<file path="src/rtl/seg7_scan_driver_if.sv">
// Bus between a host and the multiplexed 7-segment scan driver.
// The host drives the display value and control inputs, and the driver returns the segment, anode and frame signals.
`timescale 1ns/1ps

// load is a single-cycle strobe that is always accepted, so there is no ready.
// Each load overwrites the pending value, and the last load before a frame boundary wins.
interface seg7_scan_driver_if #(
    parameter int DIGITS = 4
);
    logic                  enable;
    logic                  load;
    logic [4*DIGITS-1:0]   value;
    logic [DIGITS-1:0]     dp_in;
    logic                  blank_lz;
    logic [6:0]            seg7;
    logic                  dp_n;
    logic [DIGITS-1:0]     an;
    logic                  frame_done;

    modport master (
        output enable, load, value, dp_in, blank_lz,
        input  seg7, dp_n, an, frame_done
    );

    modport slave (
        input  enable, load, value, dp_in, blank_lz,
        output seg7, dp_n, an, frame_done
    );
endinterface

</file>
<file path="src/rtl/seg7_scan_driver.sv">
// Time-multiplexed N-digit hex driver for common-anode displays. A new value is committed only at a
// frame boundary, and each slot begins with anti-ghost blanking. All outputs are registered.
`timescale 1ns/1ps

module seg7_scan_driver #(
    parameter int DIGITS    = 4,
    parameter int PRESCALE  = 1000,
    parameter int BLANK_CYC = 2
) (
    input  logic                 clk,
    input  logic                 reset,
    seg7_scan_driver_if.slave    bus
);
    localparam int CNT_W = $clog2(PRESCALE);
    localparam int IDX_W = (DIGITS > 1) ? $clog2(DIGITS) : 1;
    localparam logic [CNT_W-1:0] CNT_LAST  = CNT_W'(PRESCALE - 1);
    localparam logic [CNT_W-1:0] BLANK_END = CNT_W'(BLANK_CYC);
    localparam logic [IDX_W-1:0] IDX_LAST  = IDX_W'(DIGITS - 1);

    logic [CNT_W-1:0]    r_cnt;
    logic [IDX_W-1:0]    r_idx;
    logic [4*DIGITS-1:0] r_disp_val;
    logic [DIGITS-1:0]   r_disp_dp;
    logic [4*DIGITS-1:0] r_pend_val;
    logic [DIGITS-1:0]   r_pend_dp;
    logic                r_pend_valid;
    logic [6:0]          r_seg7;
    logic                r_dp_n;
    logic [DIGITS-1:0]   r_an;
    logic                r_frame_done;

    logic                w_slot_end;
    logic                w_boundary;
    logic [DIGITS-1:0]   w_zero_above;
    logic [3:0]          w_nib;
    logic                w_lz_blank;
    logic                w_show;
    logic [6:0]          w_seg_nx;
    logic                w_dp_nx;
    logic [DIGITS-1:0]   w_an_nx;

    function automatic logic [6:0] f_decode(input logic [3:0] nib);
        logic [6:0] seg;
        case (nib)
            4'h0:    seg = 7'b0000001;
            4'h1:    seg = 7'b1001111;
            4'h2:    seg = 7'b0010010;
            4'h3:    seg = 7'b0000110;
            4'h4:    seg = 7'b1001100;
            4'h5:    seg = 7'b0100100;
            4'h6:    seg = 7'b0100000;
            4'h7:    seg = 7'b0001111;
            4'h8:    seg = 7'b0000000;
            4'h9:    seg = 7'b0000100;
            4'hA:    seg = 7'b0001000;
            4'hB:    seg = 7'b1100000;
            4'hC:    seg = 7'b0110001;
            4'hD:    seg = 7'b1000010;
            4'hE:    seg = 7'b0110000;
            default: seg = 7'b0111000;
        endcase
        return seg;
    endfunction

    assign w_slot_end = (r_cnt == CNT_LAST);
    assign w_boundary = w_slot_end && (r_idx == IDX_LAST);

    // The scan counters free-run even while the display is disabled.
    // This keeps the frame_done cadence independent of enable.
    always_ff @(posedge clk or posedge reset) begin
        if (reset) begin
            r_cnt <= '0;
            r_idx <= '0;
        end else if (w_slot_end) begin
            r_cnt <= '0;
            r_idx <= (r_idx == IDX_LAST) ? '0 : r_idx + 1'b1;
        end else begin
            r_cnt <= r_cnt + 1'b1;
        end
    end

    // A load in the boundary cycle still lands in pending. The commit on that edge uses the older contents.
    always_ff @(posedge clk or posedge reset) begin
        if (reset) begin
            r_pend_val   <= '0;
            r_pend_dp    <= '0;
            r_pend_valid <= 1'b0;
        end else if (bus.load) begin
            r_pend_val   <= bus.value;
            r_pend_dp    <= bus.dp_in;
            r_pend_valid <= 1'b1;
        end else if (w_boundary) begin
            r_pend_valid <= 1'b0;
        end
    end

    always_ff @(posedge clk or posedge reset) begin
        if (reset) begin
            r_disp_val <= '0;
            r_disp_dp  <= '0;
        end else if (w_boundary && r_pend_valid) begin
            r_disp_val <= r_pend_val;
            r_disp_dp  <= r_pend_dp;
        end
    end

    // w_zero_above[i] is set when nibble i and every nibble above it are zero.
    always_comb begin
        logic v_zero;
        v_zero       = 1'b1;
        w_zero_above = '0;
        for (int i = DIGITS - 1; i >= 0; i--) begin
            v_zero          = v_zero & (r_disp_val[4*i +: 4] == 4'h0);
            w_zero_above[i] = v_zero;
        end
    end

    always_comb begin
        w_nib      = r_disp_val[{r_idx, 2'b00} +: 4];
        w_lz_blank = bus.blank_lz && (r_idx != '0) && w_zero_above[r_idx];
        w_show     = bus.enable && (r_cnt >= BLANK_END);
        w_an_nx    = '1;
        w_seg_nx   = 7'b1111111;
        w_dp_nx    = 1'b1;
        if (w_show) begin
            w_an_nx[r_idx] = 1'b0;
            w_seg_nx       = w_lz_blank ? 7'b1111111 : f_decode(w_nib);
            w_dp_nx        = ~r_disp_dp[r_idx];
        end
    end

    always_ff @(posedge clk or posedge reset) begin
        if (reset) begin
            r_seg7       <= 7'b1111111;
            r_dp_n       <= 1'b1;
            r_an         <= '1;
            r_frame_done <= 1'b0;
        end else begin
            r_seg7       <= w_seg_nx;
            r_dp_n       <= w_dp_nx;
            r_an         <= w_an_nx;
            r_frame_done <= w_boundary;
        end
    end

    assign bus.seg7       = r_seg7;
    assign bus.dp_n       = r_dp_n;
    assign bus.an         = r_an;
    assign bus.frame_done = r_frame_done;

endmodule

</file>
<file path="src/flat_wrapper.sv">
// flat-port wrapper written by rule: the top's interface ports become plain ports
module seg7_scan_driver_flat 
#(
    parameter int DIGITS    = 4,
    parameter int PRESCALE  = 1000,
    parameter int BLANK_CYC = 2
)
  (clk, reset, bus_enable, bus_load, bus_value, bus_dp_in, bus_blank_lz, bus_seg7, bus_dp_n, bus_an, bus_frame_done);
  seg7_scan_driver_if #(.DIGITS(DIGITS)) bus_i ();
  input  logic clk;
  input  logic reset;
  input wire logic [$bits(bus_i.enable)-1:0] bus_enable;
  input wire logic [$bits(bus_i.load)-1:0] bus_load;
  input wire logic [$bits(bus_i.value)-1:0] bus_value;
  input wire logic [$bits(bus_i.dp_in)-1:0] bus_dp_in;
  input wire logic [$bits(bus_i.blank_lz)-1:0] bus_blank_lz;
  output wire logic [$bits(bus_i.seg7)-1:0] bus_seg7;
  output wire logic [$bits(bus_i.dp_n)-1:0] bus_dp_n;
  output wire logic [$bits(bus_i.an)-1:0] bus_an;
  output wire logic [$bits(bus_i.frame_done)-1:0] bus_frame_done;
  assign bus_i.enable = bus_enable;
  assign bus_i.load = bus_load;
  assign bus_i.value = bus_value;
  assign bus_i.dp_in = bus_dp_in;
  assign bus_i.blank_lz = bus_blank_lz;
  assign bus_seg7 = bus_i.seg7;
  assign bus_dp_n = bus_i.dp_n;
  assign bus_an = bus_i.an;
  assign bus_frame_done = bus_i.frame_done;
  seg7_scan_driver #(.DIGITS(DIGITS), .PRESCALE(PRESCALE), .BLANK_CYC(BLANK_CYC)) u_core (.clk(clk), .reset(reset), .bus(bus_i));
endmodule
</file>
<file path="config.mk">
export PLATFORM = sky130hd
export DESIGN_NAME = seg7_scan_driver_flat
export DESIGN_NICKNAME = d
export VERILOG_FILES = /design/src/rtl/seg7_scan_driver_if.sv /design/src/rtl/seg7_scan_driver.sv /design/src/flat_wrapper.sv
export SDC_FILE = /design/constraint.sdc
export NUM_CORES = 1
export LEC_CHECK = 0
export BUFFER_PORTS_ARGS = -buffer_cell sky130_fd_sc_hd__buf_4
export CORE_UTILIZATION = 60
export DETAILED_ROUTE_END_ITERATION = 6
export PLACE_DENSITY = 0.81
export SLEW_MARGIN = 20
export SYNTH_ARGS = -nofsm -noshare
export SYNTH_HDL_FRONTEND = slang
export SYNTH_SLANG_ARGS = --single-unit
export TNS_END_PERCENT = 1
</file>
<file path="constraint.sdc">
create_clock -name clk -period 3.3 [get_ports clk]
set_input_delay 0.33 -clock clk [delete_from_list [all_inputs] [get_ports clk]]
set_output_delay 0.33 -clock clk [all_outputs]
set_load 0.01 [all_outputs]
</file>
Word level (Yosys, flattened, before mapping). Memory sizes are Yosys's and may differ from the RTL's. Index checks and enable logic that the tools add are counted.

Flip-flop bits (word level): 66. Bits in latches: 0. Bits in writable memories: 0. Bits in read-only memories: 112. Input bits: 25. Output and inout port bits: 13. Memories kept: 1.

Memories: (name not given) (depth 16, width 7, read ports 1, clocked after Yosys merged registers in 0, write ports 0, RTL line seg7_scan_driver.sv:44) `case (nib)`.

Add/sub/neg operators: 2. Multiply operators: 0. Divide/modulo/power cells: 0. Order comparisons: 3. Equality and inequality tests: 2. Shifts and indexed selects: 1. Multiplexer cells: 14. Bitwise logic cells: 5. Reductions and logical operators: 12.

Operators by type and width (count): zero test 4 bit (4); variable part select 16 x 5 -> 4 bit (1); two-way mux 7 bit (2); adder 10 x 1 -> 10 bit, second input constant (1); == test 10 bit, second input constant (1); greater-or-equal comparator 10 x 2 -> 1 bit, second input constant (1); two-way mux 10 bit (1); logical AND 1 bit (6); two-way mux 1 bit (6); binary-select mux 1 bit (select 2 bit) (2); two-way mux 4 bit (1); NOT 4 bit (1); nonzero test 2 bit (2); AND 1 bit (3); < comparator 2 x 3 -> 1 bit, second input constant (1); adder 2 x 1 -> 2 bit, second input constant (1); demux 1 bit (select 2 bit) (1); == test 2 bit, second input constant (1); greater-or-equal comparator 2 x 1 -> 1 bit, second input constant (1); two-way mux 2 bit (1); NOT 1 bit (1).

Longest topological paths before layout.
Word-level depth: 9. Mapped depth: 8. Mapped depth without buffers: 7.

Worst setup path after synthesis. Ideal clock, no wire load.

Kind: register to register. Start: register u_core.r_idx[0]. End: register u_core.r_seg7[3] (netlist: u_core.bus.seg7[3]). Arrival: 2.016 ns. Required time: 3.215 ns. Slack: 1.198 ns. Cell stages (with the launch flop): 8. Buffers on the path: 1. Clock period less this slack: 2.102 ns. Cell sequence: dfrtp_1 buf_6 mux4_1 inv_1 ha_1 inv_1 mux4_2 nand3b_1.

Longest elaborated chain between the ends: 5.

RTL lines: start, declared (RTL line seg7_scan_driver.sv:21) `logic [IDX_W-1:0] r_idx;`; start signal, assigned (RTL line seg7_scan_driver.sv:76) `r_idx <= (r_idx == IDX_LAST) ? '0 : r_idx + 1'b1;`; parallel branches: the longest is 3 deep, another holds memory (16 x 7 bit); two-way mux 7 bit * (RTL line seg7_scan_driver.sv:127) `w_seg_nx = w_lz_blank ? 7'b1111111 : f_decode(w_nib);`; two-way mux 7 bit * (RTL line seg7_scan_driver.sv:125) `if (w_show) begin`; named net u_core.w_seg_nx[3] (RTL line seg7_scan_driver.sv:38) `logic [6:0] w_seg_nx;`; end signal, assigned (RTL line seg7_scan_driver.sv:139) `r_seg7 <= w_seg_nx;`; end, declared (RTL line seg7_scan_driver.sv:27) `logic [6:0] r_seg7;`.

Mark *: on every way through the listed nets, which the timed path passes. The select of a mux whose other input is x is not followed. A chain may end at the register's enable or synchronous reset.

Final worst setup path. Same ends and word-level chain as after synthesis.

==> results_dict.tcl <==
set metrics [dict create \
    clockPowerShare_pct 43.9 \
    setup_tns_ns 0 \
    synth_top_area_cell "dfrtp_1" \
    grtUsageTotal_pct 23.6 \
    root_buffer "clkbuf_8" \
    syn_area_per_cell_um2 13.1 \
    async_flop_share_pct 100 \
    initial_core_util_pct 63.9 \
    crit_fanout 9 \
    hp-class "input pin to asynchronous set/reset pin" \
    yosysSeqAreaShare_pct 53.8 \
    io_pins 38 \
    yosysWarnings 0 \
    via_per_inst 5.65 \
    maxSlewHeadroom_pct 52.8 \
    total_power_mw 1.68 \
    cts_hold_buf 0 \
    grt_pass1_wl_mm 9.24 \
    internal-power_mw 1.33 \
    finalMaxSlewViolations 0 \
    utilization_pct 75.0 \
    maxCapViolations 0 \
    routed.top_layer "met4" \
    nFillCells 342 \
    worstMarginPinSlew_ns 0.708 \
    hold_violations 0 \
    drt-initial-drc-count 64 \
    clk_path_buf_depth 2 \
    routabilityCongestion 0.895 \
    drc 0 \
    synth_ff_type "dfrtp_1" \
    setup_viol 0 \
    first_pass_iters 4 \
    io_buffers 37 \
    powerDensity_nw_per_um2 461 \
    wl_met1_mm 2.46 \
    core_um2 4850 \
    finalNetCount 312 \
    start_kind "flop" \
    outcome "finished, final reports clean" \
    fin_crit_ns 2.38 \
    drive_gt1_share_pct 41.4 \
    die-height_um 73.9 \
    dieArea_um2 5450 \
    fin_ws_ns 0.916 \
    clock_sinks 66 \
    synth_commonest_cells "dfrtp_1 (54), mux2_2 (43), nand2_1 (16)" \
    grt_pass1_vias 1952 \
    syn-instance-count 236 \
    grt_overflow 0 \
    synth_top_cell_area_share_pct 43.6 \
    cts.repair.resized 0 \
    p_sw_share_pct 20.5 \
    skew_ns 0.00957 \
    fmax_mhz 419 \
    dp_hpwl_mm 3.63 \
    critPathArrivalTime_ns 2.62 \
    irDropWorstVdd_uv 385 \
    synthTopCellsByArea "dfrtp_1 (44%), mux2_2 (16%), dfstp_2 (10%)" \
    route.met3.wl_um 191 \
    path_class "flop to flop" \
    finalCritPeriodShare_pct 72.2 \
    wirelength_mm 5.44 \
    end_kind "flop" \
    placed_area_um2 3410 \
    num_vias 1960 \
    grt_max_degree 37 \
    cts_tree "yes" \
    routedWlPerCell_um 15.7 \
    clkLatencyLatePin_ns 0.34 \
    htreeDepth 3 \
    syn2layout_area_growth_pct 17.4 \
    clk_pin_slew_ns 0.07 \
    wl_met2_mm 2.67 \
    synth_cell_types 34 \
    ys_ff_latch 66 \
    leakagePower_nw 1.68 \
    finish.instance_area_um2 3640 \
    combinationalPowerShare_pct 5.0 \
    seq_power_share_pct 51.1 \
    crit_required_ns 3.54 \
    syn-num-nets 273 \
    place_ws_ns 0.913 \
    ant_nets 0 \
    cts_buffers 9 \
    fp.dieW_um 73.9 \
    yosys.cell_count.top_type "dfrtp_1" \
    syn_area_um2 3100 \
    grt_antenna_before_repair 0 \
    p_sw_mw 0.343 \
    rows 25 \
    rsz0062_at_grt "no" \
    synth_edf_count 0 \
    diodes 0 \
    post_cts_buffers 0 \
]
==> placed cells by master (no fill, tap or decap), types with 2 or more instances in the layout <==
cell and n:
mux2_2 43, nand4_1 3, o21ai_0 5, buf_4 40, clkinv_2 2, xnor2_1 7, nor2b_1 4, nor2_1 10
inv_1 9, dfrtp_1 54, dfstp_2 12, nand2_1 16, a21oi_1 2, nand3b_1 2, mux4_2 4, bufinv_16 2
ha_1 12, nor4_1 8, clkbuf_8 10, o2111ai_1 2, mux4_1 4, xor2_1 3, a21o_1 2, nor3_1 3
nand3_1 9
==> metal layers <==
layer | up-vias | GRT usage (%)
met1 | 981 | 31.2
met5 | - | 0
li1 | 927 | -
met4 | 0 | 11.1
met2 | 40 | 36.3
met3 | 12 | 6.72
==> cells by family after synthesis <==
kind of cell	synth area share, %
AOI/OAI and AO/OA	3.72
adders and majority gates	4.85
buffers and inverters	3.47
and+or+nand+nor	9.09
muxes	22.3
xor gates and xnor gates	2.83
DFF	53.8
==> path summary, 6_finish.rpt <==
path,start,endpoint,slack [ns],depth (start not counted)
min in group clk,bus_value[5],u_core.r_pend_val[5],0.22,2
min reg2reg,u_core.r_pend_valid,u_core.r_pend_valid,0.48,1
max,u_core.r_idx[0],u_core.bus.seg7[3],0.92,6
max reg2reg,u_core.r_idx[0],u_core.bus.seg7[3],0.92,6
min,reset,u_core.r_pend_dp[0],0.11,2
max in group asynchronous,reset,u_core.bus.an[0],2.30,3
==> power groups by stage <==
| stage | combinational (mW) | clock (mW) | sequential [mW] |
|---|---|---|---|
| after floorplan | 0.0456 | 0 | 0.867 |
| after global placement | 0.0825 | 0 | 0.869 |
| after detailed placement | 0.0846 | 0 | 0.871 |
| after CTS | 0.0864 | 0.754 | 0.856 |
| after global routing | 0.0941 | 0.781 | 0.859 |
| final | 0.0844 | 0.735 | 0.856 |
==> sequential cells by signal (all words and copies together), names as in the netlist <==
signal and cells:
u_core.r_disp_val 16, u_core.r_pend_val 16, u_core.r_cnt 10, u_core.bus.seg7 7, u_core.bus.an 4, u_core.r_disp_dp 4
u_core.r_pend_dp 4, u_core.r_idx 2, u_core.bus.dp_n 1, u_core.bus.frame_done 1, u_core.r_pend_valid 1
==> per-stage QoR <==
| stage | hold WS, ns | std cells |
|---|---|---|
| 2_1_floorplan | 0.451 | 236 |
| 3_3_place_gp | 0.461 | 331 |
| 3_5_place_dp | 0.468 | 331 |
| 4_1_cts | 0.120 | 347 |
| 5_1_grt | 0.162 | 347 |
| 6_report | 0.106 | 347 |
==> cell type report <==
| cell class | instances | area [µm²] | share of cell area, % |
|---|---|---|---|
| Sequential cell | 66 | 1670 | 45.8 |
| Multi-Input combinational cell | 148 | 1330 | 36.6 |
| Timing Repair Buffer | 40 | 300 | 8.26 |
| Clock buffer | 11 | 141 | 3.89 |
| Tap cell | 67 | 83.8 | 2.30 |
| Clock inverter | 5 | 77.6 | 2.13 |
| Inverter | 10 | 37.5 | 1.03 |
==> worst max-delay path, stage by stage (launching register included) <==
cell and delay, ns:
dfrtp_1 0.58, mux4_1 0.71, inv_1 0.17, ha_1 0.15, inv_1 0.04, mux4_2 0.45, nand3b_1 0.17
No activity file was read; power rests on OpenSTA's default activity.
